===== src/rtl/composite_video_pkg.sv =====
// Shared types and constants for the composite video framebuffer path.
// Pixel levels map bit1 to the 450 ohm leg and bit0 to the 900 ohm leg.
package composite_video_pkg;

    localparam int ADDR_W          = 16;
    localparam int DATA_W          = 2;
    localparam int PIXELS_PER_LINE = 256;

    typedef enum logic [1:0] {
        TAG_NONE  = 2'd0,
        TAG_VIDEO = 2'd1,
        TAG_HOST  = 2'd2
    } tag_e;

    localparam logic [1:0] SYNC  = 2'b00;
    localparam logic [1:0] BLACK = 2'b01;
    localparam logic [1:0] WHITE = 2'b11;

endpackage


===== src/rtl/fb_prefetch_fifo.sv =====
// Scanout prefetch FIFO with flush and a first-word-fall-through head.
// The head holds the last popped word once the FIFO drains.
module fb_prefetch_fifo #(
    parameter int DATA_W = composite_video_pkg::DATA_W,
    parameter int DEPTH  = 4,
    localparam int PTR_W = $clog2(DEPTH)
) (
    input  logic              clk,
    input  logic              reset,
    input  logic              flush,
    input  logic              push,
    input  logic [DATA_W-1:0] push_data,
    input  logic              pop,
    output logic [DATA_W-1:0] head,
    output logic [PTR_W:0]    occupancy,
    output logic              empty
);

    logic [DATA_W-1:0] store [DEPTH];
    logic [PTR_W-1:0]  wr_ptr;
    logic [PTR_W-1:0]  rd_ptr;
    logic [PTR_W:0]    count;
    logic [DATA_W-1:0] last_q;
    logic              do_pop;

    assign empty     = (count == '0);
    assign do_pop    = pop && !empty;
    assign occupancy = count;
    assign head      = empty ? last_q : store[rd_ptr];

    always_ff @(posedge clk) begin
        if (reset) begin
            wr_ptr <= '0;
            rd_ptr <= '0;
            count  <= '0;
            last_q <= '0;
        end else if (flush) begin
            wr_ptr <= '0;
            rd_ptr <= '0;
            count  <= '0;
        end else begin
            if (push) begin
                store[wr_ptr] <= push_data;
                wr_ptr        <= wr_ptr + PTR_W'(1);
            end
            if (do_pop) begin
                rd_ptr <= rd_ptr + PTR_W'(1);
                last_q <= store[rd_ptr];
            end
            if (push && !do_pop) begin
                count <= count + (PTR_W+1)'(1);
            end else if (!push && do_pop) begin
                count <= count - (PTR_W+1)'(1);
            end
        end
    end

endmodule


===== src/rtl/composite_fb_arbiter.sv =====
// Single-port framebuffer scheduler: hard real-time scanout prefetch plus host port.
// Define FB_ARB_HOST_GUARD_EN to let a starved host steal a slot from a healthy FIFO.
module composite_fb_arbiter
    import composite_video_pkg::*;
#(
    parameter int ADDR_W          = composite_video_pkg::ADDR_W,
    parameter int DATA_W          = composite_video_pkg::DATA_W,
    parameter int PIXELS_PER_LINE = composite_video_pkg::PIXELS_PER_LINE,
    parameter int PREFETCH_DEPTH  = 4,
    parameter int HOST_MAX_WAIT   = 8
) (
    input  logic              clk,
    input  logic              reset,
    input  logic              line_start,
    input  logic [ADDR_W-1:0] line_base,
    input  logic              pix_req,
    output logic [DATA_W-1:0] pix_data,
    output logic              pix_valid,
    output logic              underrun,
    input  logic              host_valid,
    output logic              host_ready,
    input  logic              host_we,
    input  logic [ADDR_W-1:0] host_addr,
    input  logic [DATA_W-1:0] host_wdata,
    output logic              host_rvalid,
    output logic [DATA_W-1:0] host_rdata,
    output logic              mem_en,
    output logic              mem_we,
    output logic [ADDR_W-1:0] mem_addr,
    output logic [DATA_W-1:0] mem_wdata,
    input  logic [DATA_W-1:0] mem_rdata
);

    localparam int OCC_W = $clog2(PREFETCH_DEPTH) + 1;
    localparam int REM_W = $clog2(PIXELS_PER_LINE + 1);
    localparam logic [OCC_W:0]   DEPTH_C = (OCC_W+1)'(PREFETCH_DEPTH);
    localparam logic [REM_W-1:0] LINE_C  = REM_W'(PIXELS_PER_LINE);

    logic [ADDR_W-1:0] fetch_ptr;
    logic [REM_W-1:0]  fetch_rem;
    tag_e              tag_q;
    logic [OCC_W-1:0]  occ;
    logic [OCC_W:0]    committed;
    logic              fifo_empty;
    logic              underrun_q;
    logic              slot_open;
    logic              video_ok;
    logic              guard_fire;
    logic              video_go;
    logic              host_go;
    logic              push;

    assign slot_open = !reset && !line_start;
    // A read in flight already owns a FIFO entry.
    assign committed = {1'b0, occ} + (OCC_W+1)'(tag_q == TAG_VIDEO);
    assign video_ok  = slot_open && (fetch_rem != '0)
                     && (committed < DEPTH_C);

`ifdef FB_ARB_HOST_GUARD_EN
    localparam int WAIT_W = $clog2(HOST_MAX_WAIT + 1);
    localparam logic [WAIT_W-1:0] WAIT_C = WAIT_W'(HOST_MAX_WAIT);

    logic [WAIT_W-1:0] wait_q;

    assign guard_fire = slot_open && host_valid
                      && (wait_q == WAIT_C) && (occ >= OCC_W'(2));

    always_ff @(posedge clk) begin
        if (reset || host_go) begin
            wait_q <= '0;
        end else if (host_valid && wait_q != WAIT_C) begin
            wait_q <= wait_q + WAIT_W'(1);
        end
    end
`else
    assign guard_fire = 1'b0;
`endif

    assign video_go   = video_ok && !guard_fire;
    assign host_go    = slot_open && host_valid && !video_go;
    assign host_ready = host_go;

    always_comb begin
        mem_en    = 1'b0;
        mem_we    = 1'b0;
        mem_addr  = '0;
        mem_wdata = '0;
        unique case (1'b1)
            video_go: begin
                mem_en   = 1'b1;
                mem_addr = fetch_ptr;
            end
            host_go: begin
                mem_en    = 1'b1;
                mem_we    = host_we;
                mem_addr  = host_addr;
                mem_wdata = host_wdata;
            end
            default: ;
        endcase
    end

    // Returns landing on a line_start or reset cycle are stale.
    assign push        = slot_open && (tag_q == TAG_VIDEO);
    assign host_rvalid = !reset && (tag_q == TAG_HOST);
    assign host_rdata  = host_rvalid ? mem_rdata : '0;
    assign pix_valid   = !fifo_empty;
    assign underrun    = underrun_q;

    fb_prefetch_fifo #(
        .DATA_W(DATA_W),
        .DEPTH (PREFETCH_DEPTH)
    ) u_fifo (
        .clk      (clk),
        .reset    (reset),
        .flush    (line_start),
        .push     (push),
        .push_data(mem_rdata),
        .pop      (pix_req),
        .head     (pix_data),
        .occupancy(occ),
        .empty    (fifo_empty)
    );

    always_ff @(posedge clk) begin
        if (reset) begin
            fetch_ptr  <= '0;
            fetch_rem  <= '0;
            tag_q      <= TAG_NONE;
            underrun_q <= 1'b0;
        end else begin
            if (pix_req && fifo_empty) begin
                underrun_q <= 1'b1;
            end
            if (line_start) begin
                fetch_ptr <= line_base;
                fetch_rem <= LINE_C;
                tag_q     <= TAG_NONE;
            end else begin
                if (video_go) begin
                    fetch_ptr <= fetch_ptr + ADDR_W'(1);
                    fetch_rem <= fetch_rem - REM_W'(1);
                end
                if (video_go) begin
                    tag_q <= TAG_VIDEO;
                end else if (host_go && !host_we) begin
                    tag_q <= TAG_HOST;
                end else begin
                    tag_q <= TAG_NONE;
                end
            end
        end
    end

endmodule

===== config.mk =====
export PLATFORM = sky130hd
export DESIGN_NAME = composite_fb_arbiter
export DESIGN_NICKNAME = d
export VERILOG_FILES = /design/src/rtl/composite_video_pkg.sv /design/src/rtl/fb_prefetch_fifo.sv /design/src/rtl/composite_fb_arbiter.sv
export SDC_FILE = /design/constraint.sdc
export NUM_CORES = 1
export LEC_CHECK = 0
export CORE_MARGIN = 1.5
export CORE_UTILIZATION = 45
export DETAILED_ROUTE_END_ITERATION = 8
export PLACE_DENSITY = 0.76
export SLEW_MARGIN = 20
export SYNTH_ARGS = -nofsm -noshare
export SYNTH_HDL_FRONTEND = slang
export SYNTH_SLANG_ARGS = --single-unit

===== constraint.sdc =====
create_clock -name clk -period 4.07 [get_ports clk]
set_input_delay 0.814 -clock clk [delete_from_list [all_inputs] [get_ports clk]]
set_output_delay 0.814 -clock clk [all_outputs]
set_load 0.01 [all_outputs]

* Yosys cells after proc, flatten, opt, wreduce, memory -nomap -nowiden
Memories as Yosys holds them, arrays and structs flattened. A register that Yosys moved wholly into a read port is not among the register bits.
Index checks and enable logic that the tools add are counted.
** Operators by class
- Add/subtract/negate cells :: 7
- Order comparisons :: 1
- Equal/unequal tests :: 2
- Mux-type cells :: 20
- Bitwise logic cells :: 1
- Reductions and logical operators :: 27
** Operators with widths (count)
- $mux 16 :: 2
- $pmux 16 s2 :: 1
- $mux 9 :: 2
- $add 16x1->16 const B :: 1
- $logic_and 1x1->1 :: 12
- $mux 2 :: 6
- $reduce_bool 9->1 :: 1
- $sub 9x1->9 const B :: 1
- $logic_not 1->1 :: 7
- $mux 1 :: 7
- $mux 3 :: 2
- $add 2x1->2 const B :: 2
- $add 3x1->4 :: 1
- $lt 4x3->1 const B :: 1
- $reduce_bool 2->1 :: 2
- $reduce_or 2->1 :: 2
- $add 3x1->3 const B :: 1
- $logic_not 3->1 :: 1
- $reduce_or 3->1 :: 1
- $sub 3x1->3 const B :: 1
- $eq 2x1->1 const B :: 1
- $eq 2x2->1 const B :: 1
- $reduce_and 2->1 :: 1
- $not 1->1 :: 1
** Word-level totals
- Flip-flop bits (word level) :: 37
- RAM bits :: 8
- Bits of input ports :: 42
- Output and inout port bits :: 28
- Logic and storage cells :: 69
- Memories kept :: 1
** Memories
- u_fifo.store :: depth 4, width 2, read ports 1, clocked after Yosys merged registers in 1, wr ports 1, RTL line fb_prefetch_fifo.sv:19 : logic [DATA_W-1:0] store [DEPTH];

* Longest topological paths before layout
- Depth after elaboration :: 9
- Mapped depth :: 9
- Depth with buffers taken out :: 9

* Modules after synthesis
Synthesis repeated with hierarchy kept, for this count alone.
** Unflattened totals
- Cell total of the unflattened synthesis :: 265
- Area total of the unflattened synthesis :: 2508.7 um^2
** By module, submodules not included
- composite_fb_arbiter :: instances 1, cells each 198, area an instance 1681.6 um^2, seq. area each 560.5 um^2
- fb_prefetch_fifo :: instances 1, cells each 67, area an instance 827.0 um^2, seq. area each 460.4 um^2

* Worst setup path after synthesis
No wires, ideal clock.
- Path type :: in2out
- Start :: input port line_start
- End :: output port mem_addr[10]
- Arrival time :: 2104 ps
- Data required time :: 3256 ps
- Slack :: 1152 ps
- Cell stages on the path :: 8
- Buffers on the path :: 3
- Cell sequence :: buf_2 -> or2_1 -> buf_6 -> nor3_4 -> nand2_1 -> clkinv_1 -> buf_2 -> a22o_1
** On the way
- Cells in the longest elaborated chain, start to end :: 7
- Elaborated cells between the ends (all ways) :: 8
- Those cells by class :: 1 x mux; 7 x reduce/logical
** Ends and longest elaborated chain
- start, declared :: RTL line composite_fb_arbiter.sv:14 : input logic line_start,
- $logic_not 1->1 (*) :: RTL line composite_fb_arbiter.sv:53 : assign slot_open = !reset && !line_start;
- $logic_and 1x1->1 (*) :: RTL line composite_fb_arbiter.sv:53
- $logic_and 1x1->1 :: RTL line composite_fb_arbiter.sv:56 : assign video_ok = slot_open && (fetch_rem != '0)
- $logic_and 1x1->1 :: RTL line composite_fb_arbiter.sv:57 : && (committed < DEPTH_C);
- $logic_not 1->1 :: RTL line composite_fb_arbiter.sv:80 : assign host_go = slot_open && host_valid && !video_go;
- $logic_and 1x1->1 :: RTL line composite_fb_arbiter.sv:80
- $pmux 16 s2 (*) :: RTL line composite_fb_arbiter.sv:88 : unique case (1'b1)
- end, declared :: RTL line composite_fb_arbiter.sv:29 : output logic [ADDR_W-1:0] mem_addr,
Every way passes the cells marked *; elsewhere a longest branch is shown, timed or not.

* Worst setup path after layout
- Start :: register fetch_rem[0]
- End :: output port mem_addr[7]
** On the way
- Cells in the longest elaborated chain, start to end :: 6
** Ends and longest elaborated chain
- start, declared :: RTL line composite_fb_arbiter.sv:40 : logic [REM_W-1:0] fetch_rem;
- start signal, assigned :: RTL line composite_fb_arbiter.sv:142 : fetch_rem <= fetch_rem - REM_W'(1);
- $reduce_bool 9->1 (*) :: RTL line composite_fb_arbiter.sv:56
- $logic_and 1x1->1 (*) :: RTL line composite_fb_arbiter.sv:56
- $logic_and 1x1->1 (*) :: RTL line composite_fb_arbiter.sv:57
- $logic_not 1->1 :: RTL line composite_fb_arbiter.sv:80
- $logic_and 1x1->1 :: RTL line composite_fb_arbiter.sv:80
- $pmux 16 s2 (*) :: RTL line composite_fb_arbiter.sv:88
Marks and branches as above.

==> metrics <==
maximum fanout along the worst path 21; Synth cell types 49; dpl ws 229 ps; family with the most delay on the worst path buffers and inverters; number of antenna violations at the first check in global routing 0; asr flop ratio synth 0%; Cell Pwr Density 325 nW/um2; Final Cycle Share 92.7%; routability congestion estimate from global placement 0.822; diodes inserted 0; Simple-Gate Fraction of Synth Area 24.9%; critical path, cell by cell inv_1 -> ha_1 -> nor4b_1 -> nand2_1 -> nand2_1 -> clkinvlp_4 -> a22o_1 -> clkdlybuf4s50_1; GR Util met2 34.6%; Gate power share 25.6%; P&R area growth vs syn 34.0%; Synth area leaders dfxtp_1 (31%), edfxtp_1 (9.6%), a22o_1 (5.6%); Syn Inst Count 280; Main synth FF type dfxtp_1; Reg2Reg Depth 9; Adder-Cell Fraction of Synth Area 4.30%; fraction of layout cells with a size suffix above 1 7.14%; chip width 77.6 um; leakage power 1.24 nW; htree depth 2; Placeable Area 5240 um2; final wirelength 6180 um; Setup Skew 3.62 ps; FP Rows 26; IR drop worst, VDD 0.160 mV; hold slack 476 ps; TNS Setup 0 ps; worst min path class register to register; I/O pins 70; fmax 265 MHz; Psw 0.000330 W; Mapped Nets 330; vias 2,314; met3 Usage GRT 5.88%; post-synthesis sequential element count 47; Worst Setup Start Kind register; NumNets Final 399; Die ar. 6010 um2; worst setup margin 295 ps; Arr. time, crit path 2960 ps; # setup viols final 0; largest net degree at the start of global routing 27; GR peak layer met2; CTS tree built; Yosys top cell area share 31.2%; most area-hungry cell type in the Yosys netlist dfxtp_1; Most Frequent Cell on Critical Path nand2_1; Synth Warn # 0; worst path buffer plus inverter count 3; GR Util met1 27.8%; total CTS buffers 5; Hold EP fetch_rem[8]; clock latency on the worst-skew pair 300 ps; WS Path Type register to output pin; Max Cap Violations 0; vias in the first global route 2,201; gr usage total 21.5%; HPWL Detailed 4610 um; Slew @ Worst Pin 508 ps; unrepaired setup endpoints after global routing no; most frequent cells after synthesis dfxtp_1 (39), nor2_1 (31), nand2_1 (28); root buf cell clkbuf_8; switching part of the total 30.3%; crit path capture type output pin; Synth Area in Compound Gates 17.0%; remaining antenna violation count 0; clock power share 26.0%; Hold Startpoint fetch_rem[8]; Avg Inst Size Synth 8.93 um2; drt wl/cell 14.7 um; clock sinks 47; total power 0.00109 W; crit path max-delay cell type clkdlybuf4s50_1; Reg clk slew, reported paths 90 ps; DRT iter0 DRCs 114; EDFF count, synth 8; Overflow after GRT 0; Worst R2R End u_fifo.occupancy[2]; Initial Util 47.8%; Post-CTS Setup Bufs 0; worst endpoint required time 3260 ps; largest family of logic cells by synthesized area simple AND/OR/NAND/NOR gates; Hold Vio Cnt, Final 0; most common cell in the netlist dfxtp_1; Die Ht 77.6 um; Post-Syn Area 2500 um2; R2R Path Start u_fifo.occupancy[2]; internal power 0.000760 W; Flop pwr share 48.3%; global-route wire length before repair 10,300 um; fin crit period 3770 ps; I/O Buffers 69; Post-route DRC 0; CTS max path bufs 2; xor and xnor area share after synthesis 5.95%; DR pass1 iterations 4; WHS Path Cells 2; Slew Viols, Final 0; FF-to-FF setup slack 1540 ps; Avg Vias per Cell 5.51; Slew headroom 65.8%; multiplexer share of the synthesized area 2.20%; sequential area share after synthesis 40.8%; status completed; slowest stage delay, CP 480 ps
worst min-delay path, cell delays in order (launching register included):
cell and delay (ps):
dfxtp_1 320, o41ai_1 50, a21oi_1 60
power by group through the flow:
stage	Clock [W]	Sequential [W]	Combinational, W
after detailed placement	0	0.000536	0.000278
after CTS	0.000286	0.000526	0.000280
after global routing	0.000309	0.000531	0.000306
after floorplan	0	0.000529	0.000164
after global placement	0	0.000536	0.000273
final	0.000284	0.000527	0.000280
placed cells by master, fill, tap and decap left out, drive strengths merged, types with 8 or more instances in the layout:
cell type / synthesis / final
dfxtp: 39 / 39
a22o: 16 / 16
edfxtp: 8 / 8
buf: 7 / 9
clkdlybuf4s50: 0 / 69
and2: 8 / 8
nand2: 28 / 28
inv: 8 / 8
nand4: 10 / 10
a21oi: 13 / 13
nor2: 31 / 31
xor2: 10 / 10
layout make-up:
class                   instances  area, um2
flip-flops and latches         47       1020
well taps                      70       87.6
fillers                       446       1890
inverters                       9       37.5
multi-input cells             208       1360
clock buffers                   5       68.8
repair buffers                 78        758
clock inverters                 3       20.0
sequential cells by signal, indices dropped and copies added, names as in the netlist, named ones only:
signal            flops
u_fifo.wr_ptr         2
u_fifo.rd_ptr         2
tag_q                 2
fetch_rem             9
underrun              1
fetch_ptr            16
u_fifo.occupancy      3
u_fifo.last_q         2
u_fifo.store          8
routing by layer:
metal	routed length, um	vias up
met5	0	-
met4	71	0
met3	418	10
met2	2820	87
met1	2870	1073
li1	-	1144
cell families after synthesis:
logic type	after synthesis
adder cells (fa/ha/maj)	8
multiplexers	3
flip-flops	47
XOR/XNOR	17
buffers and inverters	25
AO/OA/AOI/OAI	60
AND/OR/NAND/NOR	120
stage by stage:
step           util (%)  area [um2]  cells
6_report           64.0        3350    420
5_1_grt            64.0        3350    420
4_1_cts            63.9        3350    420
3_5_place_dp       62.2        3260    412
3_3_place_gp       62.2        3260    412
2_1_floorplan         -        2500    280
what timing repair did:
| action | CTS | global route |
|---|---|---|
| endpoints found under the hold margin | 0 | 0 |
| resized for setup | 0 | 1 |
| hold buffers | 0 | 0 |
| endpoints found under the setup margin | 0 | 16 |
how the worst max path moves through the flow:
| stage | end | slack (ps) | cells past startpoint | from |
|---|---|---|---|---|
| global placement | mem_addr[3] | 300 | 7 | reset |
| floorplan | mem_addr[10] | 1150 | 8 | line_start |
| finish | mem_addr[7] | 300 | 8 | fetch_rem[0] |
| detailed placement | mem_addr[8] | 230 | 7 | reset |
| global route | mem_addr[8] | 40 | 8 | fetch_rem[0] |
| CTS | mem_addr[13] | 90 | 8 | fetch_rem[0] |
No activity file was read; power rests on OpenSTA's default activity.
